<file path="src/rtl/rvfi_seq_pkg.sv">
// Shared types and parameter legality helper for the RVFI BMC sequencer.
package rvfi_seq_pkg;

   typedef enum logic [1:0] {
      PH_RST   = 2'd0,
      PH_RUN   = 2'd1,
      PH_CHECK = 2'd2,
      PH_DONE  = 2'd3
   } phase_t;

   // Legal parameter set: the depth must land strictly after core reset
   // release and strictly below the saturation point of the cycle counter,
   // otherwise the depth compare could never fire or could fire twice.
   function automatic bit seq_params_ok(
      input int unsigned nret,
      input int unsigned cnt_w,
      input int unsigned reset_cycles,
      input int unsigned check_depth
   );
      logic [63:0] cnt_max;
      cnt_max = (64'd1 << cnt_w) - 64'd1;
      return (nret >= 1) && (cnt_w >= 2) && (cnt_w <= 31) &&
             (check_depth > reset_cycles) &&
             (64'(check_depth) < cnt_max);
   endfunction

endpackage

</file>
<file path="src/rtl/rvfi_popcount_sat.sv">
// Popcount of the retire strobes plus a saturating add into a CNT_W counter.
module rvfi_popcount_sat
   import rvfi_seq_pkg::*;
#(
   parameter int unsigned NRET  = 1,
   parameter int unsigned CNT_W = 8
) (
   input  logic [NRET-1:0]  valid,
   input  logic             enable,
   input  logic [CNT_W-1:0] count_in,
   output logic [CNT_W-1:0] count_out
);

   localparam int unsigned PC_W  = $clog2(NRET + 1);
   localparam int unsigned SUM_W = ((CNT_W > PC_W) ? CNT_W : PC_W) + 1;
   localparam logic [CNT_W-1:0] CNT_MAX = '1;

   logic [PC_W-1:0]  pc;
   logic [SUM_W-1:0] sum;

   // Count active channels, add with one guard bit, clamp on overflow.
   always_comb begin
      pc = '0;
      for (int unsigned i = 0; i < NRET; i++) begin
         pc = pc + PC_W'(valid[i]);
      end
      sum = SUM_W'(count_in);
      if (enable) begin
         sum = SUM_W'(count_in) + SUM_W'(pc);
      end
      if (sum > SUM_W'(CNT_MAX)) begin
         count_out = CNT_MAX;
      end else begin
         count_out = sum[CNT_W-1:0];
      end
   end

endmodule

</file>
<file path="src/rtl/rvfi_bmc_sequencer.sv">
// Sequences one BMC run: holds the core in reset, counts retirements,
// fires a single-cycle checker enable at depth and reports vacuity/stalls.
module rvfi_bmc_sequencer
   import rvfi_seq_pkg::*;
#(
   parameter int unsigned NRET         = 1,
   parameter int unsigned CNT_W        = 8,
   parameter int unsigned RESET_CYCLES = 5,
   parameter int unsigned CHECK_DEPTH  = 20,
   parameter int unsigned MIN_RETIRE   = 0,
   parameter int unsigned WATCHDOG     = 16
) (
   input  logic             clk,
   input  logic             reset,
   input  logic [NRET-1:0]  rvfi_valid,
   output logic             core_reset,
   output logic             checker_enable,
   output logic [CNT_W-1:0] cycle,
   output logic [CNT_W-1:0] retire_count,
   output logic [1:0]       phase,
   output logic             vacuous,
   output logic             stall
);

   if (!seq_params_ok(NRET, CNT_W, RESET_CYCLES, CHECK_DEPTH)) begin : g_bad_params
      $error("rvfi_bmc_sequencer: illegal NRET/CNT_W/RESET_CYCLES/CHECK_DEPTH combination");
   end

   logic [CNT_W-1:0] cycle_q, cycle_d;
   logic [CNT_W-1:0] retire_q, retire_d;
   logic [CNT_W-1:0] idle_q, idle_d;
   logic             core_reset_q, core_reset_d;
   logic             checker_enable_q, checker_enable_d;
   logic             vacuous_q, vacuous_d;
   logic             stall_q, stall_d;
   phase_t           phase_q, phase_d;

   logic at_depth;
   logic retire_ok;

   // Retirements only count once the core is out of reset.
   rvfi_popcount_sat #(
      .NRET  (NRET),
      .CNT_W (CNT_W)
   ) u_retire_add (
      .valid     (rvfi_valid),
      .enable    (~core_reset_q),
      .count_in  (retire_q),
      .count_out (retire_d)
   );

   // Next-state logic for counters, phase FSM, enable and sticky flags.
   always_comb begin
      cycle_d = (cycle_q == '1) ? cycle_q : cycle_q + CNT_W'(1);

      // Registered from the next cycle value so core_reset tracks the
      // visible cycle count: high while cycle < RESET_CYCLES.
      core_reset_d = (32'(cycle_d) < RESET_CYCLES);

      // The depth compare uses the next retire count, so a retirement in
      // the depth cycle itself still counts toward MIN_RETIRE.
      at_depth  = (phase_q == PH_RUN) && (32'(cycle_q) == CHECK_DEPTH);
      retire_ok = (32'(retire_d) >= MIN_RETIRE);

      checker_enable_d = at_depth && retire_ok;
      vacuous_d        = vacuous_q || (at_depth && !retire_ok);

      phase_d = phase_q;
      case (phase_q)
         PH_RST:   if (!core_reset_d) phase_d = PH_RUN;
         PH_RUN:   if (at_depth)      phase_d = PH_CHECK;
         PH_CHECK: phase_d = PH_DONE;
         default:  phase_d = PH_DONE;
      endcase

      idle_d  = idle_q;
      stall_d = stall_q;
      if (phase_q == PH_RUN) begin
         if (|rvfi_valid) begin
            idle_d = '0;
         end else if (idle_q != '1) begin
            idle_d = idle_q + CNT_W'(1);
         end
         if ((WATCHDOG != 0) && (32'(idle_d) == WATCHDOG)) begin
            stall_d = 1'b1;
         end
      end
   end

   // State registers with synchronous active-high reset.
   always_ff @(posedge clk) begin
      if (reset) begin
         cycle_q          <= '0;
         retire_q         <= '0;
         idle_q           <= '0;
         core_reset_q     <= 1'b1;
         checker_enable_q <= 1'b0;
         vacuous_q        <= 1'b0;
         stall_q          <= 1'b0;
         phase_q          <= PH_RST;
      end else begin
         cycle_q          <= cycle_d;
         retire_q         <= retire_d;
         idle_q           <= idle_d;
         core_reset_q     <= core_reset_d;
         checker_enable_q <= checker_enable_d;
         vacuous_q        <= vacuous_d;
         stall_q          <= stall_d;
         phase_q          <= phase_d;
      end
   end

   assign core_reset     = core_reset_q;
   assign checker_enable = checker_enable_q;
   assign cycle          = cycle_q;
   assign retire_count   = retire_q;
   assign phase          = phase_q;
   assign vacuous        = vacuous_q;
   assign stall          = stall_q;

endmodule
</file>
<file path="config.mk">
export PLATFORM = sky130hd
export DESIGN_NAME = rvfi_bmc_sequencer
export DESIGN_NICKNAME = d
export VERILOG_FILES = /design/src/rtl/rvfi_seq_pkg.sv /design/src/rtl/rvfi_popcount_sat.sv /design/src/rtl/rvfi_bmc_sequencer.sv
export SDC_FILE = /design/constraint.sdc
export NUM_CORES = 1
export LEC_CHECK = 0
export ABC_AREA = 1
export CORE_ASPECT_RATIO = 1.4
export CORE_MARGIN = 3
export CORE_UTILIZATION = 54
export DETAILED_ROUTE_END_ITERATION = 16
export PLACE_DENSITY = 0.79
export SLEW_MARGIN = 20
export SYNTH_ARGS = -nofsm -noshare
export SYNTH_HDL_FRONTEND = slang
export SYNTH_HIERARCHICAL = 1
export SYNTH_SLANG_ARGS = --single-unit
</file>
<file path="constraint.sdc">
create_clock -name clk -period 1.55 [get_ports clk]
set_input_delay 0.465 -clock clk [delete_from_list [all_inputs] [get_ports clk]]
set_output_delay 0.465 -clock clk [all_outputs]
set_load 0.01 [all_outputs]
</file>
==> flow_metrics.tcl <==
set metrics [dict create \
    status "complete, no violations" \
    synth.yosys.warnings 6 \
    synth_nets 270 \
    finClkSkew_ps 7.046 \
    p_int_w 0.001304 \
    final_common_cell "nand2_1" \
    worstSetupEndpointType "flop" \
    cts_tree "done" \
    grt_util_all_layers 0.2334 \
    grt_pass1_vias 1690 \
    synth_cells 262 \
    drtIter0Drc 42 \
    antenna_left 0 \
    layout_setup_ws_ps 73.99 \
    hold_viol 0 \
    dp_worst_setup_slack_ps -425.8 \
    final_cell_mix "nand2_1 (64), inv_1 (39), nor2_1 (31), dfxtp_1 (24), buf_4 (24)" \
    post-route-period-util 0.9523 \
    drive_gt1_frac 0.2389 \
    setup_viol 0 \
    grt_pass1_wl_um 6748 \
    initial_core_util 0.5825 \
    synthFlopType "dfxtp_1" \
    seqPwrFrac 0.464 \
    p_sw_w 0.0004698 \
    num_vias 1794 \
    gr-total-overflow 0 \
    placed_cell_area_mm2 0.002170 \
    regArea_um2 589.3 \
    powerDensity_mw_per_mm2 754.8 \
    cp.required_ps 1720 \
    ys_types 30 \
    cts_buffers 5 \
    io_buffers 23 \
    via_per_inst 5.111 \
    synth_edf_count 0 \
    drv_slew 0 \
    max-vdd-ir-drop_uv 695.0 \
    drc 0 \
    synth-seq-area-share 0.3362 \
    design.die.area_mm2 0.003922 \
    rows 23 \
    crit_fanout 4 \
    period_minus_slack_ps 1476 \
    cts_buffer_depth 2 \
    multi_input_comb_area_mm2 0.001028 \
    p_comb_frac 0.147 \
    ctsHtreeMaxLevel 2 \
    synthesis.area_mm2 0.001727 \
    cts.sinks 29 \
    diodes 0 \
    num_io_pins 25 \
    maxCapViolCount 0 \
    clk_latency_ps 280 \
    wl_per_cell_um 12.04 \
    fin_area_mm2 0.002350 \
    p_leak_nw 1.217 \
    grt_antenna_before_repair 0 \
    place_hpwl_um 2910 \
    die_h_um 72.91 \
    ys_ff_latch 29 \
    dr.pass1.iters 4 \
    startpoint_type "flop" \
    clk_pin_slew_ps 70 \
    routabilityCongestion 0.8940 \
    wl_um 4226 \
    max_freq_mhz 677.5 \
    cp.arrival_ps 1640 \
    hold_path_class "reg2reg" \
    crit_type "reg2reg" \
    area_growth_syn_to_layout_pct 36.09 \
    p_sw_frac 0.2649 \
    core_area_mm2 0.002964 \
    cts_root_buffer "clkbuf_8" \
    fin_tns_setup_ps 0 \
    async_flop_share 0 \
    grt_max_degree 19 \
    nNetsFinal 321 \
    nFillCells 222 \
    syn_area_per_cell_um2 6.590 \
    power_w 0.001774 \
    power_frac_clock 0.388 \
    die_x_um 53.79 \
]
-- final timing paths --
check	from	endpoint	slack, ps	cells past startpoint
worst min register to register	stall	stall	470	2
worst min-delay path	stall	stall	470	2
worst max register to register	idle_q[1]	stall	70	11
worst max-delay path	idle_q[1]	stall	70	11
-- through the flow --
step                utilization  hold slack (ps)  instances
floorplan                     -            484.2        262
global placement         0.7320            453.0        339
finish                   0.7927            473.3        351
global route             0.7927            504.2        351
CTS                      0.7729            479.2        349
detailed placement       0.7320            454.3        339
-- power by group through the flow --
| stage | combinational [W] | clock [W] | sequential, W |
|---|---|---|---|
| 6_report | 0.000261 | 0.000688 | 0.000824 |
| 5_1_grt | 0.000292 | 0.000731 | 0.000828 |
| 4_1_cts | 0.000244 | 0.000704 | 0.000820 |
| 3_5_place_dp | 0.000249 | 0 | 0.000836 |
| 3_3_place_gp | 0.000243 | 0 | 0.000836 |
| 2_1_floorplan | 0.000134 | 0 | 0.000836 |
-- area by class of cell --
| class | count | share of cell area |
|---|---|---|
| multi-input combinational | 185 | 0.4377 |
| sequential | 29 | 0.2508 |
| timing repair buffer | 49 | 0.1800 |
| inverter | 43 | 0.06869 |
| clock buffer | 7 | 0.04100 |
| tap | 37 | 0.01970 |
| clock inverter | 1 | 0.002130 |
-- timing repair --
| item | 4_1_cts | 5_1_grt |
|---|---|---|
| cloned | 0 | 0 |
| pin swaps | 3 | 4 |
| setup endpoints to repair | 30 | 3 |
| setup buffers | 2 | 2 |
| hold buffers | 0 | 0 |
| resized for setup | 30 | 12 |
-- state kept, by name, indices dropped and copies added (netlist names) --
register and count:
cycle 8, idle_q 8, retire_count 8, phase 2
checker_enable 1, core_reset 1, stall 1
-- worst max-delay path, stage by stage, from the launching register on --
cell	delay, ps
dfxtp_2	340
ha_2	180
nand2_2	80
nor2_4	170
buf_4	130
nand3_2	70
nand2_2	70
clkinv_1	80
nand2_1	70
nor2_1	50
nand2_1	70
a21oi_2	50
-- synthesized netlist by cell type, types with 2 or more instances --
cell	instances	share of area
inv_1	39	0.085
nand3_2	3	0.017
clkbuf_1	2	0.0043
o21ai_0	12	0.035
o21ai_1	2	0.0058
a21oi_1	17	0.049
nand3_1	21	0.061
nor2_4	3	0.020
mux2i_1	2	0.012
nand2_2	7	0.025
ha_1	5	0.036
nand4_1	2	0.0072
nor2_2	5	0.018
inv_2	3	0.0065
nor2_1	32	0.070
nand2_1	64	0.14
dfxtp_1	29	0.34
nand2_4	2	0.013
-- cell families after synthesis --
family	share of synthesized area
AO/OA/AOI/OAI	0.09928
XOR/XNOR	0.005073
adder cells (fa/ha/maj)	0.03623
buffers and inverters	0.1072
flip-flops	0.3362
multiplexers	0.01159
other	0.002172
AND/OR/NAND/NOR	0.4022
-- routing by layer --
layer / share of wire / global-route usage / routed length [um]
met1: 0.40 / 0.2191 / 1696
met2: 0.54 / 0.4394 / 2278
met3: 0.037 / 0.05112 / 158
met4: 0.022 / 0.1278 / 93
met5: 0 / 0 / 0
(Power assumes the default switching activity.)
